### config.mk
export PLATFORM = sky130hd
export DESIGN_NAME = modmul_seq
export DESIGN_NICKNAME = d
export VERILOG_FILES = /design/src/rtl/modarith_pkg.sv /design/src/rtl/mod_add_step.sv /design/src/rtl/modmul_seq.sv
export SDC_FILE = /design/constraint.sdc
export NUM_CORES = 1
export LEC_CHECK = 0
export CORE_UTILIZATION = 52
export DETAILED_ROUTE_END_ITERATION = 16
export PLACE_DENSITY = 0.8
export RECOVER_POWER = 25
export SLEW_MARGIN = 15
export SYNTH_ARGS = -nofsm -noshare
export SYNTH_HDL_FRONTEND = slang
export SYNTH_SLANG_ARGS = --single-unit
### constraint.sdc
create_clock -name clk -period 4.8 [get_ports clk]
set_input_delay 0.96 -clock clk [delete_from_list [all_inputs] [get_ports clk]]
set_output_delay 0.96 -clock clk [all_outputs]
set_load 0.03 [all_outputs]
### src/rtl/modarith_pkg.sv
// Shared definitions for the modular-arithmetic blocks: FSM state type for
// the sequential multiplier and the bit-index width helper.
package modarith_pkg;

    typedef enum logic [1:0] {
        MODMUL_IDLE = 2'd0,
        MODMUL_RUN  = 2'd1,
        MODMUL_DONE = 2'd2
    } modmul_state_t;

    localparam int DEFAULT_DATA_WIDTH = 12;

    // Width of a bit index into a data word; at least one bit so that a
    // 1-bit datapath still has a legal index register.
    function automatic int idx_width(input int data_width);
        return (data_width > 1) ? $clog2(data_width) : 1;
    endfunction

    localparam int DEFAULT_IDX_W = idx_width(DEFAULT_DATA_WIDTH);

endpackage

### src/rtl/mod_add_step.sv
// Combinational modular addition: r = (x + y) mod q, valid for x, y < q.
// The sum is carried one bit wider than the operands so the compare against
// q never sees a truncated value.
module mod_add_step
    import modarith_pkg::*;
#(
    parameter int DATA_WIDTH = DEFAULT_DATA_WIDTH
) (
    input  logic [DATA_WIDTH-1:0] x_i,
    input  logic [DATA_WIDTH-1:0] y_i,
    input  logic [DATA_WIDTH-1:0] q_i,
    output logic [DATA_WIDTH-1:0] r_o
);

    logic [DATA_WIDTH:0] sum;
    logic [DATA_WIDTH:0] red;

    // Add, then subtract q once if the sum reached or passed it.
    always_comb begin
        sum = {1'b0, x_i} + {1'b0, y_i};
        red = sum;
        if (sum >= {1'b0, q_i}) begin
            red = sum - {1'b0, q_i};
        end
        r_o = red[DATA_WIDTH-1:0];
    end

endmodule

### src/rtl/modmul_seq.sv
// Iterative modular multiplier: out = (a * b) mod modulant, one multiplier
// bit per cycle, MSB first (double-and-add with conditional subtraction).
//
// Handshake: a transfer happens on a rising edge where valid and ready are
// both high. in_ready is high only in IDLE; out_valid is high only in DONE and
// out stays stable until out_ready is seen. Inputs are sampled only on the
// accept edge, so later changes to a, b or modulant have no effect.
//
// Optional build macro MODMUL_SKIP_LZ_EN: start from b's highest set bit so
// latency is msb(b)+1 cycles (1 for b=0). Without it, latency is DATA_WIDTH.
module modmul_seq
    import modarith_pkg::*;
#(
    parameter int DATA_WIDTH = DEFAULT_DATA_WIDTH
) (
    input  logic                  clk,
    input  logic                  rst_n,
    input  logic                  in_valid,
    output logic                  in_ready,
    input  logic [DATA_WIDTH-1:0] a,
    input  logic [DATA_WIDTH-1:0] b,
    input  logic [DATA_WIDTH-1:0] modulant,
    output logic                  out_valid,
    input  logic                  out_ready,
    output logic [DATA_WIDTH-1:0] out,
    output logic                  busy,
    output modmul_state_t         state_o
);

    localparam int IW = idx_width(DATA_WIDTH);

    modmul_state_t         state_q, state_d;
    logic [DATA_WIDTH-1:0] acc_q, acc_d;
    logic [DATA_WIDTH-1:0] a_q, a_d;
    logic [DATA_WIDTH-1:0] b_q, b_d;
    logic [DATA_WIDTH-1:0] q_q, q_d;
    logic [DATA_WIDTH-1:0] out_q, out_d;
    logic [IW-1:0]         idx_q, idx_d;

    logic [DATA_WIDTH-1:0] dbl;
    logic [DATA_WIDTH-1:0] dbl_add;
    logic [DATA_WIDTH-1:0] step;
    logic [IW-1:0]         start_idx;

`ifdef MODMUL_SKIP_LZ_EN
    // Position of the highest set bit; 0 when v is zero.
    function automatic logic [IW-1:0] msb_idx(input logic [DATA_WIDTH-1:0] v);
        logic [IW-1:0] r;
        r = '0;
        for (int i = 0; i < DATA_WIDTH; i++) begin
            if (v[i]) r = IW'(i);
        end
        return r;
    endfunction

    assign start_idx = msb_idx(b);
`else
    assign start_idx = IW'(DATA_WIDTH - 1);
`endif

    // d = 2*acc mod q
    mod_add_step #(.DATA_WIDTH(DATA_WIDTH)) u_double (
        .x_i (acc_q),
        .y_i (acc_q),
        .q_i (q_q),
        .r_o (dbl)
    );

    // s = d + a mod q (used only when the current multiplier bit is set)
    mod_add_step #(.DATA_WIDTH(DATA_WIDTH)) u_add (
        .x_i (dbl),
        .y_i (a_q),
        .q_i (q_q),
        .r_o (dbl_add)
    );

    assign step = b_q[idx_q] ? dbl_add : dbl;

    // State and datapath registers.
    always_ff @(posedge clk or negedge rst_n) begin
        if (!rst_n) begin
            state_q <= MODMUL_IDLE;
            acc_q   <= '0;
            a_q     <= '0;
            b_q     <= '0;
            q_q     <= '0;
            out_q   <= '0;
            idx_q   <= '0;
        end else begin
            state_q <= state_d;
            acc_q   <= acc_d;
            a_q     <= a_d;
            b_q     <= b_d;
            q_q     <= q_d;
            out_q   <= out_d;
            idx_q   <= idx_d;
        end
    end

    // Next-state and datapath control.
    always_comb begin
        state_d = state_q;
        acc_d   = acc_q;
        a_d     = a_q;
        b_d     = b_q;
        q_d     = q_q;
        out_d   = out_q;
        idx_d   = idx_q;
        unique case (state_q)
            MODMUL_IDLE: begin
                if (in_valid) begin
                    a_d     = a;
                    b_d     = b;
                    q_d     = modulant;
                    acc_d   = '0;
                    idx_d   = start_idx;
                    state_d = MODMUL_RUN;
                end
            end
            MODMUL_RUN: begin
                acc_d = step;
                if (idx_q == '0) begin
                    out_d   = step;
                    state_d = MODMUL_DONE;
                end else begin
                    idx_d = idx_q - 1'b1;
                end
            end
            MODMUL_DONE: begin
                if (out_ready) begin
                    state_d = MODMUL_IDLE;
                end
            end
            default: state_d = MODMUL_IDLE;
        endcase
    end

    assign in_ready  = (state_q == MODMUL_IDLE);
    assign out_valid = (state_q == MODMUL_DONE);
    assign busy      = (state_q == MODMUL_RUN) || (state_q == MODMUL_DONE);
    assign out       = out_q;
    assign state_o   = state_q;

endmodule

==> impl_metrics.env <==
export IMPL_core_area_um2=8890
export IMPL_ys_warn_count=0
export IMPL_vias=5053
export IMPL_yosys_area_top_type="dfrtp_1"
export IMPL_cap_violations=1
export IMPL_numPortBuffers=56
export IMPL_drive_gt1_share_pct=42.3
export IMPL_setup_slack_ns=-0.452
export IMPL_die_height_um=98.6
export IMPL_ioPinCount=57
export IMPL_relSlewSlack_pct=-53.9
export IMPL_cts_hold_buf=0
export IMPL_synth_seq_cells=66
export IMPL_final_cell_mix="141 x buf_4, 66 x dfrtp_1, 55 x clkdlybuf4s50_1"
export IMPL_drv_slew=42
export IMPL_gp_congestion=0.965
export IMPL_cp_max_fo=6
export IMPL_final_common_cell="buf_4"
export IMPL_timing_fmax_mhz=190
export IMPL_finClkSkew_ns=0.00699
export IMPL_ant_nets=0
export IMPL_clkLatencyLatePin_ns=0.36
export IMPL_syn_nets=575
export IMPL_violations="max-capacitance violations, max-slew violations, negative setup slack"
export IMPL_htree_levels=3
export IMPL_root_buffer="clkbuf_8"
export IMPL_end_kind="register"
export IMPL_rsz0062_at_grt="yes"
export IMPL_final_nets=780
export IMPL_wirelength_mm=16.8
export IMPL_clk_pin_slew_ns=0.08
export IMPL_cts_buffers=9
export IMPL_initial_core_util_pct=54.6
export IMPL_syn_area_um2=4860
export IMPL_hold_violations=0
export IMPL_cp_start_kind="register"
export IMPL_fin_hold_ws_ns=0.516
export IMPL_async_flop_share_pct=100
export IMPL_clockBufferDepth=2
export IMPL_finalSetupViolCount=24
export IMPL_tightest_slew_ns=2.31
export IMPL_synth_edf_count=0
export IMPL_row_count=34
export IMPL_syn_instance_count=492
export IMPL_min_period_ns=5.25
export IMPL_synth_top_area_share_pct=34.0
export IMPL_pre_cts_ws_ns=-0.610
export IMPL_required_ns=5.04
export IMPL_critPathKind="reg -> reg"
export IMPL_finalCritPeriodShare_pct=109
export IMPL_diodes=0
export IMPL_grt_pass1_wl_mm=25.4
export IMPL_first_global_vias=5084
export IMPL_status="finished, violations left"
export IMPL_drt_pass1_iterations=5
export IMPL_die_w_um=98.6
export IMPL_wire_per_inst_um=20.8
export IMPL_synth_cell_types=75
export IMPL_drt_iter0_drc=379
export IMPL_synth_area_per_cell_um2=9.87
export IMPL_hp_class="reg -> reg"
export IMPL_arrival_ns=5.49
export IMPL_grt_overflow_total=0
export IMPL_synth_area_leaders="dfrtp_1 34%, ha_1 10%, mux2_2 8.6%"
export IMPL_n_fill_cell=490
export IMPL_hpwl_mm=11.8
export IMPL_syn_to_final_growth_pct=51.8
export IMPL_drc=0
export IMPL_clock_sinks=66
export IMPL_ys_seq_area_share_pct=34.0
export IMPL_vias_per_cell=6.24
export IMPL_antenna_found_initial=0
export IMPL_synthFlopType="dfrtp_1"
export IMPL_track_usage_pct=34.2
export IMPL_die_area_um2=9730
export IMPL_cts_tree="done"
export IMPL_grt_max_degree=42
## stage by stage
stage | TNS (ns) | util (%) | std cells | instance area [um2]
2_1_floorplan | -3.66 | - | 492 | 4920
3_3_place_gp | -8.20 | 72.6 | 766 | 6460
3_5_place_dp | -11.78 | 72.6 | 766 | 6460
4_1_cts | -4.04 | 80.3 | 800 | 7140
5_1_grt | -12.67 | 82.9 | 810 | 7370
6_report | -8.42 | 82.9 | 810 | 7370
## kinds of logic (layout without fill, tap and decap cells)
family                   count (synthesis)  count (layout)  synth area share (%)
adder cells (fa/ha/maj)                 43              43                  11.5
AND/OR/NAND/NOR                        115             115                  12.3
flip-flops                              66              66                  34.0
multiplexers                            47              47                  11.4
XOR/XNOR                                20              20                  3.61
AO/OA/AOI/OAI                          155             155                  23.1
buffers and inverters                   46             256                  4.10
## layout make-up
class	instances	area, um2	share of cell area [%]
Multi-Input combinational cell	380	3520	47.8
Timing Repair Buffer	206	1720	23.3
Sequential cell	66	1650	22.4
Tap cell	108	135	1.83
Inverter	34	130	1.76
Clock buffer	10	128	1.73
Clock inverter	6	90.1	1.22
## critical path: stages (launching register included)
cell	delay [ns]
dfrtp_1	0.40
inv_2	0.12
ha_4	0.22
and3b_4	0.19
o211a_4	0.26
nor4_4	0.32
buf_6	0.18
nor2_4	0.05
mux2i_2	0.21
buf_4	0.18
inv_2	0.05
ha_4	0.16
nor3_4	0.12
buf_4	0.14
o211ai_1	0.14
a31o_2	0.25
a21oi_2	0.19
xnor2_2	0.11
ha_1	0.34
nand3_2	0.08
or3_1	0.37
nand4_1	0.18
o21ai_4	0.10
and4b_1	0.20
a211o_1	0.30
a32o_1	0.26
## synth_stat cells, types with 4 or more instances
cell	n
nor3_1	10
o21ai_1	5
a31oi_1	4
o31a_1	6
o21a_1	13
nand2_1	37
a21oi_1	25
xnor2_1	12
o21ai_0	34
xor2_1	8
nor2_1	18
clkbuf_1	8
dfrtp_1	66
and2_1	5
mux2i_1	7
nor2b_1	6
a211o_1	5
inv_1	34
or3_1	5
nand2b_1	5
ha_1	40
a21o_1	7
a22o_1	5
mux2_2	37
o211ai_1	9
nand3_1	9
## sequential cells by signal, indices dropped and copies added, names as in the netlist
name     flops
out         12
acc_q       12
b_q         12
a_q         12
q_q         12
state_o      2
idx_q        4
## metal layers
metal	vias to the layer above	share of wire, %	track usage [%]
li1	2242	-	-
met1	2455	39	42.0
met2	286	50	60.5
met3	70	7.5	5.04
met4	0	4.1	14.1
met5	-	0	0
## path summary, 6_finish.rpt
kind | start | to | slack [ns] | depth (start not counted)
worst min register to register | out[3]$_DFFE_PN0P_ | out[3]$_DFFE_PN0P_ | 0.52 | 2
worst min-delay path | out[3]$_DFFE_PN0P_ | out[3]$_DFFE_PN0P_ | 0.52 | 2
worst max register to register | q_q[2]$_DFFE_PN0P_ | acc_q[11]$_DFFE_PN0P_ | -0.45 | 25
worst max-delay path | q_q[2]$_DFFE_PN0P_ | acc_q[11]$_DFFE_PN0P_ | -0.45 | 25
max in group asynchronous | rst_n | q_q[11]$_DFFE_PN0P_ | 1.09 | 2
min in group asynchronous | rst_n | a_q[2]$_DFFE_PN0P_ | 0.91 | 1
## repair_timing
action / CTS / global route
pin swaps: 46 / 13
setup buffers: 18 / 10
endpoints found under the setup margin: 24 / 24
resized for setup: 68 / 27
Power is left out: the tool's default activity adds up to more than one toggle a clock period on the data nets, which glitch-free logic cannot reach.
